<file path="src/rtl/serial_add_pkg.sv">
// Shared types and constants for the nibble-serial adder.
package serial_add_pkg;

    localparam int NIBBLE_W = 4;

    typedef enum logic [1:0] {
        IDLE = 2'd0,
        ADD  = 2'd1,
        DONE = 2'd2
    } state_e;

endpackage

</file>
<file path="src/rtl/four_bit_RCA.sv">
// 4-bit ripple-carry adder: the single slice reused every ADD cycle.
module four_bit_RCA (
    input  logic [3:0] a,
    input  logic [3:0] b,
    input  logic       cin,
    output logic [3:0] s,
    output logic       cout
);
    logic [4:0] c;

    assign c[0] = cin;

    // Full-adder chain, bit 0 first.
    for (genvar i = 0; i < 4; i++) begin : g_fa
        assign s[i]   = a[i] ^ b[i] ^ c[i];
        assign c[i+1] = (a[i] & b[i]) | (c[i] & (a[i] ^ b[i]));
    end

    assign cout = c[4];

endmodule

</file>
<file path="src/rtl/serial_nibble_adder.sv">
// Nibble-serial adder: one 4-bit slice per cycle, carry held in a register
// between slices, valid/ready handshakes on both sides.
module serial_nibble_adder
    import serial_add_pkg::*;
#(
    parameter int WIDTH = 16  // multiple of 4, at least 8
) (
    input  logic             clk,
    input  logic             rst,
    input  logic             in_valid,
    output logic             in_ready,
    input  logic [WIDTH-1:0] A,
    input  logic [WIDTH-1:0] B,
    input  logic             Cin,
    output logic             out_valid,
    input  logic             out_ready,
    output logic [WIDTH-1:0] S,
    output logic             Cout,
    output logic             Ovf,
    output logic             busy
);
    localparam int NIB  = WIDTH / NIBBLE_W;
    localparam int IDXW = $clog2(NIB);
    // Bit offset of the current nibble: idx * 4 is idx with two zero LSBs.
    localparam int BW   = IDXW + 2;
    localparam logic [IDXW-1:0] LAST = IDXW'(NIB - 1);

    state_e           state_q, state_d;
    logic [IDXW-1:0]  idx_q, idx_d;
    logic             c_q, c_d;
    logic [WIDTH-1:0] a_q, a_d;
    logic [WIDTH-1:0] b_q, b_d;
    logic [WIDTH-1:0] s_q, s_d;

    logic [BW-1:0]    base;
    logic [3:0]       slice_s;
    logic             slice_c;

    assign base = {idx_q, 2'b00};

    four_bit_RCA u_slice (
        .a    (a_q[base +: NIBBLE_W]),
        .b    (b_q[base +: NIBBLE_W]),
        .cin  (c_q),
        .s    (slice_s),
        .cout (slice_c)
    );

    // State and datapath registers; reset clears everything so an aborted
    // partial sum can never surface.
    always_ff @(posedge clk) begin
        if (rst) begin
            state_q <= IDLE;
            idx_q   <= '0;
            c_q     <= 1'b0;
            a_q     <= '0;
            b_q     <= '0;
            s_q     <= '0;
        end else begin
            state_q <= state_d;
            idx_q   <= idx_d;
            c_q     <= c_d;
            a_q     <= a_d;
            b_q     <= b_d;
            s_q     <= s_d;
        end
    end

    // Next-state: load on accept, one slice per ADD cycle, hold in DONE.
    always_comb begin
        state_d = state_q;
        idx_d   = idx_q;
        c_d     = c_q;
        a_d     = a_q;
        b_d     = b_q;
        s_d     = s_q;
        case (state_q)
            IDLE: begin
                if (in_valid) begin
                    a_d     = A;
                    b_d     = B;
                    c_d     = Cin;
                    idx_d   = '0;
                    state_d = ADD;
                end
            end
            ADD: begin
                s_d[base +: NIBBLE_W] = slice_s;
                c_d = slice_c;
                if (idx_q == LAST) begin
                    idx_d   = '0;
                    state_d = DONE;
                end else begin
                    idx_d = idx_q + 1'b1;
                end
            end
            DONE: begin
                if (out_ready) state_d = IDLE;
            end
            default: state_d = IDLE;
        endcase
    end

    // Outputs come from registers only; they keep their last values in IDLE.
    assign in_ready  = (state_q == IDLE);
    assign out_valid = (state_q == DONE);
    assign busy      = (state_q != IDLE);
    assign S         = s_q;
    assign Cout      = c_q;
    assign Ovf       = (a_q[WIDTH-1] == b_q[WIDTH-1]) && (s_q[WIDTH-1] != a_q[WIDTH-1]);

endmodule

</file>
<file path="config.mk">
export PLATFORM = sky130hd
export DESIGN_NAME = serial_nibble_adder
export DESIGN_NICKNAME = d
export VERILOG_FILES = /design/src/rtl/serial_add_pkg.sv /design/src/rtl/four_bit_RCA.sv /design/src/rtl/serial_nibble_adder.sv
export SDC_FILE = /design/constraint.sdc
export NUM_CORES = 1
export LEC_CHECK = 0
export ABC_AREA = 1
export BUFFER_PORTS_ARGS = -buffer_cell sky130_fd_sc_hd__buf_4
export CAP_MARGIN = 30
export CORE_ASPECT_RATIO = 0.8
export CORE_MARGIN = 5
export CORE_UTILIZATION = 39
export DETAILED_ROUTE_END_ITERATION = 12
export GPL_ROUTABILITY_DRIVEN = 0
export PLACE_DENSITY = 0.6
export SYNTH_ARGS = -nofsm -noshare
export SYNTH_HDL_FRONTEND = slang
export SYNTH_SLANG_ARGS = --single-unit
</file>
<file path="constraint.sdc">
create_clock -name clk -period 5.77 [get_ports clk]
set_input_delay 0.577 -clock clk [delete_from_list [all_inputs] [get_ports clk]]
set_output_delay 0.577 -clock clk [all_outputs]
set_load 0.01 [all_outputs]
</file>
==> summary.txt, run 1 <==
outcome: finished clean
sequential-to-total area share from yosys stat: 42.6%
syn_nets: 400
Slew HR: 46.6%
Lkg Pwr: 1.42 nW
Final Non-Filler Cells: 488
Worst Hold Class: flop to flop
first-pass GRT wire length: 9960 µm
Final #Nets: 450
power per standard cell area: 267 nW/µm²
R2R depth: 17
Placed Area: 2930 µm²
ys flop type: dfxtp_1
Ports: 58
min-delay src: b_q[2]$_SDFFE_PP0P_
Synth cell types: 24
Final setup viols: 0
Max FO, Critical Path: 26
CP Class: flop to flop
final wirelength: 5790 µm
Crit path required time: 6020 ps
final hold violations: 0
Clk pin slew, worst setup/hold paths: 90 ps
Post-Synth Simple-Gate Area: 24.8%
Root Driver: clkbuf_8
Inserted Diodes: 0
RSZ-0062 raised after global routing: no
worst slew pin tran: 800 ps
initial antenna violation count: 0
FF+latch count, synth: 53
largest net degree at the start of global routing: 42
vias in the first global route: 2069
multiplexer share of the synthesized area: 0%
Worst Hold Depth: 2
DR iter-0 viols: 99
RR Startpoint: idx_q[0]$_SDFFE_PP0P_
synthesized area per cell: 7.05 µm²
Post-synth EDFFs: 0
fill cell count: 675
setup bufs post-CTS: 0
top post-synthesis cells by count: 99 x nor2_1, 53 x dfxtp_1, 45 x nand2_1
CP startpoint kind: flop
Finished Cell Area: 3060 µm²
Syn Inst Count: 353
CTS tree: built
Slew Limit Fails: 0
Netlist Area Pre-Place: 2490 µm²
fin crit share: 60.3%
Post-synth ARST share: 0%
Warnings, synthesis: 0
Synth Area in Adders: 6.23%
setup_tns: 0 ps
share of layout cells above drive strength 1: 18.1%
Final min period: 3480 ps
CTS H-Tree Depth: 2
die footprint: 8090 µm²
drt pass-1 iters: 4
hpwl dp: 4310 µm
CP arrival: 3730 ps
crit path launch: idx_q[0]$_SDFFE_PP0P_
row count: 26
clock buffer depth: 2
vias: 2247
post-synth top area share: 42.6%
CTS Sinks: 53
final hold slack: 459 ps
Die X: 99.3 µm
count leader, synth: nor2_1
Die Y: 81.5 µm
placed insts: 479
largest family of logic cells by synthesized area: simple AND/OR/NAND/NOR gates
PostCTS Resize Cnt: 0
XOR/XNOR Fraction of Synth Area: 0%
Pwr Total: 0.816 mW
Critical Path End Type: flop
Initial Util: 39.5%
gr ovfl total: 0
FMAX: 0.287 GHz
Worst VDD drop: 0.0872 mV
drt wl/cell: 11.9 µm
CTS buffer count: 5
Compound-Gate Fraction of Synth Area: 16.9%
Port Buffer Count: 57
global-route usage over all layers: 15.2%
maximum capacitance violations: 0
Hold Buf Count CTS: 0
core box area: 6310 µm²
Area contributors post-synth: dfxtp_1 43%, nor2_1 15%, o21ai_0 7.0%
Synth area leader: dfxtp_1
vias per cell: 4.60
Syn-to-layout area delta: 22.8%
Routed Antenna Nets: 0
Clk Latency, worst-skew pair: 300 ps
drt drc: 0
Clock Skews: 5.94 ps
==> worst paths after layout <==
| kind | to | slack, ps |
|---|---|---|
| max | S[7]$_SDFFE_PP0P_ | 2290 |
| min | b_q[2]$_SDFFE_PP0P_ | 460 |
| max reg2reg | S[7]$_SDFFE_PP0P_ | 2290 |
| min reg2reg | b_q[2]$_SDFFE_PP0P_ | 460 |
==> area by class of cell <==
class	count	area [µm²]	share of cell area (%)
multi-input combinational	249	1190	39.1
sequential	53	1060	34.7
timing repair buffer	58	443	14.5
inverter	36	138	4.50
tap	84	105	3.44
clock buffer	7	86.3	2.82
clock inverter	1	30.0	0.982
==> layout by cell type (no fill, tap or decap) <==
cell type  count
clkbuf_8       6
o22ai_1        4
fa_1           4
nor2_4         1
dfxtp_1       53
ha_1           6
nor2_2         4
a21oi_1       18
inv_4          1
nor2_1        99
buf_8          1
inv_2          1
nand3_1        4
buf_4         57
clkbuf_1       1
nor3_1         2
nand2_1       45
clkinv_1       1
bufinv_16      1
nand2_4        1
inv_1         33
o21ai_1       26
o21ai_0       35
==> per-stage QoR <==
stage               utilization (%)  setup WS (ps)
floorplan                         -           2980
global placement               46.4           2460
detailed placement             46.4           2310
CTS                            48.2           2270
global route                   48.4           1850
finish                         48.4           2290
==> sequential cells by signal, summed over array words and instances, names as in the netlist <==
| name | count |
|---|---|
| state_q | 2 |
| idx_q | 2 |
| S | 16 |
| Cout | 1 |
| a_q | 16 |
| b_q | 16 |
==> worst max-delay path: stages, from the launching register on <==
cell	delay (ps)
dfxtp_1	850
inv_2	330
nor2_1	160
nor2_1	60
a21oi_1	170
fa_1	190
inv_1	50
fa_1	350
inv_1	90
fa_1	180
inv_1	50
fa_1	510
nand2_1	70
nor2_1	130
nand2_1	70
nand2_1	60
inv_1	40
nor2_1	70
==> where the power goes <==
| group | leakage, nW | internal, mW | switching, mW |
|---|---|---|---|
| Sequential | 0.436 | 0.391 | 0.0189 |
| Combinational | 0.925 | 0.0646 | 0.0856 |
| Clock | 0.0585 | 0.141 | 0.114 |
==> metal layers <==
layer	track usage [%]	share of wire, %
met4	4.91	1.3
met5	0	0
met2	21.9	39
met1	22.3	54
met3	3.48	5.3
==> cell families after synthesis <==
group                    Yosys count
flip-flops                        53
adder cells (fa/ha/maj)           10
AO/OA/AOI/OAI                     83
buffers and inverters             51
AND/OR/NAND/NOR                  156
(Power assumes the default switching activity.)
==> run 2: changes to the inputs <==
clock period = 3.3 ns   (was 5.77 ns; I/O delays follow)
==> summary.txt, run 2 (synthesis gave the netlist of run 1 again) <==
outcome: finished clean
drt drc: 0
setup_tns: 0 ps
CTS buffer count: 5
Slew Limit Fails: 0
Root Driver: clkbuf_8
drt pass-1 iters: 4
Inserted Diodes: 0
Clk Latency, worst-skew pair: 300 ps
Final min period: 2900 ps
Critical Path End Type: flop
final wirelength: 5960 µm
hpwl dp: 4460 µm
first-pass GRT wire length: 10100 µm
Clock Skews: 4.65 ps
global-route usage over all layers: 15.7%
initial antenna violation count: 0
Initial Util: 39.5%
Final setup viols: 0
clock buffer depth: 2
Die X: 99.3 µm
FMAX: 0.344 GHz
final hold slack: 255 ps
Reg2Reg Capture Point: S[7]$_SDFFE_PP0P_
Final #Nets: 454
Lkg Pwr: 1.44 nW
CP Class: flop to flop
CTS Sinks: 53
Max FO, Critical Path: 14
CTS tree: built
vias in the first global route: 2167
CP endpoint: S[7]$_SDFFE_PP0P_
PostCTS Resize Cnt: 0
Reg2Reg Setup Slack: 400 ps
Pwr Total: 1.42 mW
Worst Hold Class: primary input to flop
most frequent cells in the layout: 99 x nor2_1, 61 x buf_4, 53 x dfxtp_1
vias per cell: 4.61
Routed Antenna Nets: 0
die footprint: 8090 µm²
Hold Buf Count CTS: 0
CP startpoint kind: flop
Die Y: 81.5 µm
drt wl/cell: 12.1 µm
CP arrival: 3110 ps
share of layout cells above drive strength 1: 18.9%
core box area: 6310 µm²
maximum capacitance violations: 0
crit path launch: idx_q[0]$_SDFFE_PP0P_
FF/Latch Area: 1060 µm²
R2R depth: 17
gr ovfl total: 0
CTS H-Tree Depth: 2
Slew HR: 59.2%
fin crit share: 88.0%
power per standard cell area: 461 nW/µm²
Worst VDD drop: 0.196 mV
RR Startpoint: idx_q[0]$_SDFFE_PP0P_
Port Buffer Count: 57
Placed Area: 2960 µm²
Clk pin slew, worst setup/hold paths: 100 ps
commonest non-fill, non-tap cell in the layout: nor2_1
Ports: 58
Crit path required time: 3500 ps
vias: 2266
fill cell count: 671
setup bufs post-CTS: 0
Multi-input gate area: 1190 µm²
Syn-to-layout area delta: 23.8%
Finished Cell Area: 3080 µm²
worst slew pin tran: 611 ps
min-delay src: B[7]
final hold violations: 0
largest net degree at the start of global routing: 42
RSZ-0062 raised after global routing: no
DR iter-0 viols: 237
row count: 26
## run 2: worst min-delay path by stage
stage | cells past startpoint | endpoint
after CTS | 3 | b_q[4]$_SDFFE_PP0P_
final | 3 | b_q[7]$_SDFFE_PP0P_
after floorplan | 1 | idx_q[0]$_SDFFE_PP0P_
after global routing | 3 | a_q[11]$_SDFFE_PP0P_
after detailed placement | 2 | b_q[2]$_SDFFE_PP0P_
after global placement | 2 | b_q[0]$_SDFFE_PP0P_
## run 2: critical path, cell delays in order (launching register included)
cell     delay [ps]
dfxtp_1         460
buf_4           220
nand2_1          60
o21ai_0         100
a21oi_1         120
fa_1            370
inv_1            80
fa_1            150
inv_1            50
fa_1            340
inv_1            80
fa_1            430
nand2_1         110
nor2_1           60
nand2_1          50
nand2_1          50
inv_1            60
nor2_1           30
## run 2: layout make-up
type,count,area share [%]
Inverter,36,4.47
Multi-Input combinational cell,249,38.7
Clock inverter,2,1.26
Tap cell,84,3.41
Sequential cell,53,34.4
Timing Repair Buffer,62,15.3
Clock buffer,6,2.35
## run 2: per-stage QoR
stage	util, %	std cells	setup WS (ps)
6_report	48.8	492	396
5_1_grt	48.8	492	143
4_1_cts	48.6	491	418
3_5_place_dp	46.8	483	445
3_3_place_gp	46.8	483	508
2_1_floorplan	-	353	507
## run 2: per-layer routing
metal  vias up  part of all wire, %  track usage (%)
met2        54                   41             24.1
met1       987                   52             22.3
met3         5                  5.7             4.16
met5         -                    0                0
met4         0                 0.71             3.27
li1       1220                    -                -
## run 2: where the power goes
group / switching, mW / internal, mW / total (mW)
Combinational: 0.155 / 0.116 / 0.271
Clock: 0.210 / 0.228 / 0.438
Sequential: 0.0287 / 0.684 / 0.713
